--- config.mk ---
export PLATFORM = sky130hd
export DESIGN_NAME = mod_counter
export DESIGN_NICKNAME = d
export VERILOG_FILES = /design/src/rtl/mod_counter_pkg.sv /design/src/rtl/mod_counter_limit_sel.sv /design/src/rtl/mod_counter.sv
export SDC_FILE = /design/constraint.sdc
export NUM_CORES = 1
export LEC_CHECK = 0
export CORE_MARGIN = 4
export CORE_UTILIZATION = 41
export CTS_CLUSTER_DIAMETER = 200
export DETAILED_ROUTE_END_ITERATION = 8
export PLACE_DENSITY = 0.83
export SLEW_MARGIN = 15
export SYNTH_ARGS = -nofsm -noshare
export SYNTH_HDL_FRONTEND = slang
export SYNTH_SLANG_ARGS = --single-unit
--- constraint.sdc ---
create_clock -name clk -period 4.27 [get_ports clk]
set_input_delay 0.854 -clock clk [delete_from_list [all_inputs] [get_ports clk]]
set_output_delay 0.854 -clock clk [all_outputs]
set_load 0.02 [all_outputs]
--- src/rtl/mod_counter_pkg.sv ---
// mod_counter_pkg: shared clock/calendar field constants and compare helper
package mod_counter_pkg;

    localparam int SEC_MAX  = 59;
    localparam int MIN_MAX  = 59;
    localparam int HR24_MAX = 23;
    localparam int DAY_MIN  = 1;
    localparam int DAY_MAX  = 31;
    localparam int MON_MAX  = 12;
    localparam int SEC_W    = 6;
    localparam int MIN_W    = 6;
    localparam int HR_W     = 5;
    localparam int DAY_W    = 5;
    localparam int MON_W    = 4;

    // Unsigned a < b via the borrow of a 17-bit subtraction; avoids a constant
    // compare when b is a zero-valued parameter.
    function automatic logic below(input logic [16:0] a, input logic [16:0] b);
        logic [16:0] d;
        d = a - b;
        return d[16];
    endfunction

endpackage

--- src/rtl/mod_counter_limit_sel.sv ---
// mod_counter_limit_sel: effective upper limit, out-of-range flag and terminal compares
//   count_i  : current count
//   max_in_i : run-time upper limit (used only when DYN_MAX=1)
//   down_i   : direction, 1 = down
//   lim_o    : effective limit, never below MIN_VAL
//   over_o   : count is above the effective limit
//   term_o   : count equals the terminal value for the direction
//   at_end_o : count at or beyond the terminal value (wrap condition)
module mod_counter_limit_sel import mod_counter_pkg::*; #(
    parameter int WIDTH   = SEC_W,
    parameter int MIN_VAL = 0,
    parameter int MAX_VAL = SEC_MAX,
    parameter int DYN_MAX = 0
) (
    input  logic [WIDTH-1:0] count_i,
    input  logic [WIDTH-1:0] max_in_i,
    input  logic             down_i,
    output logic [WIDTH-1:0] lim_o,
    output logic             over_o,
    output logic             term_o,
    output logic             at_end_o
);

    localparam logic [WIDTH-1:0] MIN_V = WIDTH'(MIN_VAL);
    localparam logic [WIDTH-1:0] MAX_V = WIDTH'(MAX_VAL);

    logic [WIDTH-1:0] cap;

    always_comb begin
        cap      = (DYN_MAX != 0 && max_in_i < MAX_V) ? max_in_i : MAX_V;
        lim_o    = below(17'(cap), 17'(MIN_V)) ? MIN_V : cap;
        over_o   = count_i > lim_o;
        term_o   = down_i ? count_i == MIN_V : count_i == lim_o;
        // >= rather than == so a tick while above a freshly dropped limit still wraps
        at_end_o = down_i ? count_i <= MIN_V : count_i >= lim_o;
    end

endmodule

--- src/rtl/mod_counter.sv ---
// mod_counter: up/down modulo counter over [MIN_VAL, lim] with load, clamp and carry
//   clk       : rising-edge clock
//   clear     : synchronous active-high reset
//   enable    : gates databus
//   load/data : parallel load, clamped into range
//   tick_in   : count qualifier from the previous stage
//   down      : 0 = up, 1 = down
//   max_in    : run-time upper limit (DYN_MAX=1)
//   count     : registered value
//   databus   : count when enable, else zero
//   term      : count at terminal value for the direction
//   carry_out : tick_in at terminal, ripples to the next stage
//   load_err  : one-cycle pulse after a clamped load
module mod_counter import mod_counter_pkg::*; #(
    parameter int WIDTH   = SEC_W,
    parameter int MIN_VAL = 0,
    parameter int MAX_VAL = SEC_MAX,
    parameter int DYN_MAX = 0
) (
    input  logic             clk,
    input  logic             clear,
    input  logic             enable,
    input  logic             load,
    input  logic [WIDTH-1:0] data,
    input  logic             tick_in,
    input  logic             down,
    input  logic [WIDTH-1:0] max_in,
    output logic [WIDTH-1:0] count,
    output logic [WIDTH-1:0] databus,
    output logic             term,
    output logic             carry_out,
    output logic             load_err
);

    localparam logic [WIDTH-1:0] MIN_V = WIDTH'(MIN_VAL);

    logic [WIDTH-1:0] count_q, count_d, lim, ld_val;
    logic             err_q, err_d, over, at_end, data_hi, data_lo;

    mod_counter_limit_sel #(
        .WIDTH(WIDTH), .MIN_VAL(MIN_VAL), .MAX_VAL(MAX_VAL), .DYN_MAX(DYN_MAX)
    ) u_lim (
        .count_i(count_q), .max_in_i(max_in), .down_i(down),
        .lim_o(lim), .over_o(over), .term_o(term), .at_end_o(at_end)
    );

    always_comb begin
        data_hi = data > lim;
        data_lo = below(17'(data), 17'(MIN_V));
        ld_val  = data_hi ? lim : data_lo ? MIN_V : data;
        count_d = load    ? ld_val :
                  tick_in ? (at_end ? (down ? lim : MIN_V)
                                    : (down ? count_q - WIDTH'(1) : count_q + WIDTH'(1))) :
                  over    ? lim : count_q;
        err_d   = load & (data_hi | data_lo);
    end

    always_ff @(posedge clk) begin
        if (clear) begin
            count_q <= MIN_V;
            err_q   <= 1'b0;
        end else begin
            count_q <= count_d;
            err_q   <= err_d;
        end
    end

    assign count     = count_q;
    assign databus   = {WIDTH{enable}} & count_q;
    assign carry_out = tick_in & at_end;
    assign load_err  = err_q;

endmodule
# ---- After elaboration in Yosys (flattened, before gate mapping)
# Index checks and enable logic that the tools add are counted.
# W data, S select, Z words.
dict set report totals {
  ff_bits 7
  out_inout_bits 15
  in_bits 18
}
dict set report classes {
  n_eq_ne 1
  bitwise_logic 3
  addsub 2
  magnitude_cmp 4
  n_mux 9
  reduce_logical 2
}
# operator count
set ops {}
lappend ops {{$mux W6} 7}
lappend ops {{$gt A6 B6 Y1 const B} 2}
lappend ops {{$add A6 B1 Y6 const B} 1}
lappend ops {{$and A6 B6 Y6} 1}
lappend ops {{$eq A6 B6 Y1 const B} 1}
lappend ops {{$ge A6 B6 Y1 const B} 1}
lappend ops {{$le A6 B1 Y1 const B} 1}
lappend ops {{$logic_not A6 Y1} 1}
lappend ops {{$sub A6 B1 Y6 const B} 1}
lappend ops {{$reduce_bool A3 Y1} 1}
lappend ops {{$and A1 B1 Y1} 2}
lappend ops {{$mux W1} 2}

# ---- Depth between registers and ports, before layout
dict set report logic_depth {
  ltp_word 5
  ltp_mapped 7
}

# ---- Cells and area by module
# From an unflattened synthesis, not the netlist that was laid out.
dict set report hier_totals {
  cells_unflattened 123
  hier_area_um2 970.9
}
# module area_per_inst_um2 n_inst cells_each seq_area_each_um2
set modules_own_cells {}
lappend modules_own_cells {mod_counter 853.3 1 105 140.1}
lappend modules_own_cells {mod_counter_limit_sel 117.6 1 18 0.0}

# ---- Least setup slack after synthesis
# No wires, ideal clock.
dict set report synth_path {
  path_kind {input-to-output}
  start {input down}
  end {output carry_out}
  path_buffers 0
  required_time_ns 3.416
  stages 4
  arrival_ns 1.800
  setup_slack_ns 1.616
  path_cell_list {inv_1 > or4_4 > o31a_4 > and2b_2}
}
dict set report synth_via {
  elab_chain_cells 2
}
# item line
set synth_lines {}
lappend synth_lines {{start, declared} mod_counter.sv:26} ;# input logic down,
lappend synth_lines {{$mux W1} mod_counter_limit_sel.sv:35} ;# at_end_o = down_i ? count_i <= MIN_V : count_i >= lim_o;
lappend synth_lines {{$and A1 B1 Y1} mod_counter.sv:70} ;# assign carry_out = tick_in & at_end;
lappend synth_lines {{end, declared} mod_counter.sv:31} ;# output logic carry_out,
# No other way between the ends.

# ---- Worst setup path in the final report
# Same ends and word-level chain as after synthesis.

==> metrics.md <==
| Metric | Value |
|---|---|
| Outcome | `finished clean` |
| Worst Path Required | `3420 ps` |
| Clock buffer count from CTS | `3` |
| First-pass DRT Iterations | `4` |
| Largest net degree at the start of global routing | `12` |
| Clock Tree Buf Depth | `2` |
| Setup violators final | `0` |
| Psw | `96.0 uW` |
| Synth Instances | `81` |
| Die Ht | `47.3 um` |
| HP Class | `register to register` |
| Worst Setup Path Type | `primary input to output pin` |
| Gate power share | `0.459` |
| Clk_skew | `11.8 ps` |
| Starting Density | `0.458` |
| Clock sinks | `7` |
| Antenna Cells | `0` |
| VDD IR-drop max | `195 uV` |
| Asr flop ratio synth | `0` |
| IO Port Bufs | `26` |
| Period utilization | `0.874` |
| Die area | `2240 um^2` |
| Post-CTS setup buffer count | `0` |
| Reg2Reg Depth | `5` |
| Hold Slack | `576 ps` |
| Syn Nets | `104` |
| Setup WS post-layout | `539 ps` |
| CTS H-tree depth | `1` |
| Clock power share | `0.229` |
| Crit-path max cell delay | `590 ps` |
| CTS tree | `done` |
| Min cycle time layout | `3730 ps` |
| Avg WL per Cell | `14.0 um` |
| Synth area leader | `dfxtp_1` |
| Post-synth design cell area | `633 um^2` |
| Most frequent cell on the critical path | `clkdlybuf4s50_1` |
| Gr ovfl total | `0` |
| Synthesis-to-layout area growth | `48.8%` |
| Clock slew at reported path FFs | `50 ps` |
| Worst path cell trace | `clkdlybuf4s50_1 -> inv_1 -> or4_4 -> o31a_4 -> and2b_2 -> clkdlybuf4s50_1` |
| CP Capture Type | `output pin` |
| First-pass GRT wire length | `2790 um` |
| Flop pwr share | `0.312` |
| Antenna violations before repair | `0` |
| Final Hold Fails | `0` |
| Total GRT Usage | `0.179` |
| Max-slew headroom | `0.780` |
| Power per standard cell area | `285 nW/um^2` |
| Number of synthesized flops with an enable pin | `0` |
| Post-synth top cells | `a21oi_1, dfxtp_1, nor2_1, inv_1, and2_1` |
| Root Buffer | `clkbuf_4` |
| Ranking of synthesized cells by area | `dfxtp_1, ha_1, a21oi_1` |
| IO Pins | `33` |
| Flip-flop and latch count after synthesis | `7` |
| Worst-Margin Slew | `329 ps` |
| Final Max Tran Viols | `0` |
| Width of the die | `47.3 um` |
| Yosys cell types | `33` |
| Worst path slowest cell | `clkdlybuf4s50_1` |
| Final setup TNS | `0 ps` |
| Worst setup SP type | `primary input` |
| Synth Area per Inst | `7.82 um^2` |
| Number of gates resized after CTS | `0` |
| Pre-CTS WS | `537 ps` |
| Top FF cell, synth | `dfxtp_1` |
| HPWL Detailed | `1430 um` |
| Synth top area share | `0.221` |
| Via density | `5.50` |
| WP buf/inv | `3` |
| Detailed router's first-iteration violation count | `8` |
| WP data arrival | `2880 ps` |
| Hold Path Sink | `count[2]$_SDFFE_PP0P_` |
| F_max | `268 MHz` |
| Total chip power | `268 uW` |
| P_leak | `0.000403 uW` |
| Post-route ant nets | `0` |
| Cell Int Power | `172 uW` |
| Crit-path max FO | `7` |
| DRC | `0` |
| Hold Buf Count CTS | `0` |
| Gpl congestion | `0.830` |
| Row count | `13` |
| Crit Reg-Reg Endpoint | `count[0]$_SDFFE_PP0P_` |
| Share of layout cells above drive strength 1 | `0.108` |
| CP top delay family | `buffers and inverters` |
| Ys Warns | `0` |
| Max-Cap Viols | `0` |
| Worst-Skew Late Latency | `260 ps` |
| Vias in the first global route | `663` |
| Fin nets | `135` |
| Hold Crit Depth | `2` |
| Core Region | `1380 um^2` |
| FF-to-FF Start | `count[3]$_SDFFE_PP0P_` |
| Hold Startpoint | `count[2]$_SDFFE_PP0P_` |
| Sequential-to-total area share from yosys stat | `0.221` |
| Sw Share | `0.358` |
| Total number of vias | `693` |
| Worst reg-to-reg setup slack | `2320 ps` |
| Detailed Route WL | `1770 um` |
| RSZ-0062 raised after global routing | `false` |
## layer usage
metal	vias up	share of wire	routed length (um)	GRT usage
li1	353	-	-	-
met1	324	0.45	794	0.214
met2	16	0.50	886	0.299
met3	0	0.050	89	0.0766
met4	0	0	0	0.0276
met5	-	0	0	0
## per-stage QoR
step / cells / cell area, um^2 / util
after floorplan: 81 / 633 / -
after global placement: 122 / 916 / 0.662
after detailed placement: 122 / 916 / 0.662
after CTS: 126 / 942 / 0.681
after global routing: 126 / 942 / 0.681
final: 126 / 942 / 0.681
## power by group through the flow
stage / registers [uW] / logic [uW] / clock network (uW)
global route: 85.0 / 135 / 68.6
global placement: 84.8 / 118 / 0
detailed placement: 85.0 / 123 / 0
finish: 83.7 / 123 / 61.3
CTS: 83.6 / 123 / 61.9
floorplan: 89.1 / 67.7 / 0
## sequential cells by signal, summed over array words and instances, names as in the netlist
name / count
count: 6
load_err: 1
## area by class of cell
| class | instances | area [um^2] |
|---|---|---|
| Clock buffer | 4 | 26.3 |
| Fill cell | 119 | 440 |
| Inverter | 6 | 22.5 |
| Multi-Input combinational cell | 67 | 467 |
| Sequential cell | 7 | 140 |
| Tap cell | 15 | 18.8 |
| Timing Repair Buffer | 27 | 268 |
## cell usage in the layout (no fill, tap or decap), types with 2 or more instances in the layout
cell,count
a21o_1,3
nor2b_1,2
clkbuf_4,3
nand3_1,3
and2_1,5
ha_1,4
o21ai_0,3
nand2_1,4
a211oi_1,2
clkdlybuf4s50_1,26
o22ai_1,2
inv_1,6
nor2_1,7
nor3_1,4
xnor2_1,4
dfxtp_1,7
a21oi_1,7
## cell families (layout without fill, tap and decap cells)
logic type               after synthesis  in the layout  synth area share
AO/OA/AOI/OAI                         24             24             0.261
XOR/XNOR                               4              4            0.0553
adder cells (fa/ha/maj)                5              5             0.111
buffers and inverters                  7             37            0.0415
flip-flops                             7              7             0.221
AND/OR/NAND/NOR                       34             34             0.310
## worst max path at each step
stage / from / endpoint / slack, ps / cells past startpoint
5_1_grt: down / carry_out / 440 / 6
3_3_place_gp: down / carry_out / 550 / 6
4_1_cts: down / carry_out / 530 / 6
3_5_place_dp: down / carry_out / 540 / 6
2_1_floorplan: down / carry_out / 1620 / 4
6_report: down / carry_out / 540 / 6
## worst min-delay path, delay by kind of cell, from the launching register on
family | cells | cell delay [ps]
flip-flops | 1 | 370
buffers and inverters | 1 | 90
AO/OA/AOI/OAI | 1 | 60
(Power assumes the default switching activity.)
==> variant, RTL diff (same settings) <==
Put a register stage on the outputs `databus` and `carry_out`. The values now appear one clock later. The other outputs are not delayed to match.
--- a/src/rtl/mod_counter.sv
+++ b/src/rtl/mod_counter.sv
@@ -66,8 +66,10 @@
     end
 
     assign count     = count_q;
-    assign databus   = {WIDTH{enable}} & count_q;
-    assign carry_out = tick_in & at_end;
+    always_ff @(posedge clk) begin
+        databus   <= {WIDTH{enable}} & count_q;
+        carry_out <= tick_in & at_end;
+    end
     assign load_err  = err_q;
 
 endmodule
Behaviour: not the same (Yosys sat finds a counterexample within 4 cycles, from zero or initial values).
==> variant against the original RTL <==
  * Area after synthesis grew 21%
  * Sequential cell count grew 7
  * Routed wire length grew 8.1%
  * Non-clock buffer count shrank 1
  * Worst setup slack gained 0.14 ns
  * Design area grew 16%
  * Total power grew 37%
  * First-iteration DRC count grew to 4.1 times the old value
  * Critical path type unchanged
  * Largest power group is now registers
==> variant: results (changes against the original RTL) <==
## Clock tree
- **library cell used as clock root buffer** sky130_fd_sc_hd__clkbuf_4
- **buffers inserted by post-CTS timing repair** 0, unchanged
- **clock latency at the later pin of the worst-skew pair** 0.28 ns, +0.02 ns
- **Clk pin slew, worst setup/hold paths** 0.08 ns, +0.03 ns

## Synth
- **count of cell types in the netlist** 31, -6.1%
- **ranking of synthesized cells by instance count** sky130_fd_sc_hd__dfxtp_1, sky130_fd_sc_hd__a21oi_1, sky130_fd_sc_hd__nor2_1
- **Mapped Cells** 89, +9.9%
- **syn nets** 112, +7.7%
- **post-synthesis sequential area ratio** 0.367, +0.145
- **most area-consuming cells after synthesis** sky130_fd_sc_hd__dfxtp_1, sky130_fd_sc_hd__ha_1, sky130_fd_sc_hd__a21oi_1
- **ys async rst share** 0, unchanged
- **count of yosys warnings during synthesis** 0, unchanged

## Place
- **pre-CTS setup slack** 0.691 ns, +0.154 ns
- **half-perimeter wire length of the detailed placement result** 1.49 mm, +4.2%
- **Port Buf Inserts** 26, unchanged
- **final RePlAce weighted congestion** 0.838, +1.1%

## Critical path
- **slowest cell on the critical path** sky130_fd_sc_hd__clkdlybuf4s50_1
- **critical-path maximum fanout** 9, +2
- **r2r setup slk** 2.65 ns, +0.33 ns
- **highest cell delay on the worst timing path** 0.62 ns, +0.03 ns
- **Worst R2R Start** count[0]$_SDFFE_PP0P_
- **Critical Path AT** 2.74 ns, -0.14 ns
- **Crit path max-delay family** buffers and inverters

## Final layout
- **Final Instance Count excl. Fillers** 143, +13%
- **layout cells sized above 1** 0.102, -0.00641
- **layout filler cell count** 150, +26%

## Min path
- **class of the most critical hold timing path** flip-flop to flip-flop
- **Worst Hold Launch** count[1]$_SDFFE_PP0P_

## Power and ir drop
- **peak supply drop** 0.301 mV, +54%
- **Static Leak** 0.000443 µW, +9.9%

## Timing
- **Worst slew margin** 0.744, -0.0362
- **Tcrit/Tclk final** 0.841, -0.0324
- **worst clock skew** 0.00440 ns, -0.00736 ns

## Global route
- **vias in the first global route** 691, +4.2%
- **wire length of the first global-routing pass** 3.19 mm, +14%
- **aggregate global-route resource usage** 0.160, -0.0191
- **largest net degree at the start of global routing** 12, unchanged

## Detailed routing
- **1st-pass router iterations** 4, unchanged
- **detailed router's first-iteration violation count** 33, +25
- **total routed wirelength** 1.91 mm, +8.1%
- **total number of vias** 767, +11%

## Status
- **result of the run** complete, no violations

[variant: final timing paths]
check / endpoint / cells past startpoint
setup / recovery: term / 4
setup reg to reg: count[4]$_SDFFE_PP0P_ / 7
hold reg to reg: databus[1]$_DFF_P_ / 1
hold / removal: databus[1]$_DFF_P_ / 1
[variant: layer usage]
metal,part of all wire,wire [µm],vias to the layer above,global-route usage
met5,0,0,-,0
met4,0.0063,12,0,0.0269
met3,0.083,159,2,0.0641
met2,0.49,941,33,0.260
met1,0.42,798,355,0.200
li1,-,-,377,-
[variant: cells by family after synthesis]
family / count (synthesis) / share of synthesized area
adder cells (fa/ha/maj): 5 / 0.0917
buffers and inverters: 7 / 0.0344
AND/OR/NAND/NOR: 34 / 0.257
flip-flops: 14 / 0.367
XOR/XNOR: 4 / 0.0458
AO/OA/AOI/OAI: 25 / 0.205
[variant: report_power, final]
group | internal (µW) | switching, µW | total, µW | leakage (µW)
logic | 60.0 | 58.2 | 118 | 0.000307
clock network | 51.9 | 42.4 | 94.3 | 0.0000210
registers | 141 | 13.8 | 155 | 0.000115
total | 253 | 114 | 367 | 0.000443
[variant: layout make-up]
| cell class | count | area, µm² | share of cell area |
|---|---|---|---|
| multi-input combinational | 68 | 458 | 0.421 |
| inverter | 6 | 22.5 | 0.0207 |
| clock buffer | 4 | 36.3 | 0.0333 |
| timing repair buffer | 26 | 260 | 0.239 |
| sequential | 14 | 280 | 0.257 |
| tap | 25 | 31.3 | 0.0287 |
[variant: per-stage QoR]
step	power, µW	utilization	hold WS [ns]	cell area [µm²]
after floorplan	226	-	0.604	764
after global placement	272	0.603	0.554	1050
after detailed placement	276	0.603	0.555	1050
after CTS	370	0.624	0.567	1090
after global routing	388	0.624	0.593	1090
final	367	0.624	0.567	1090
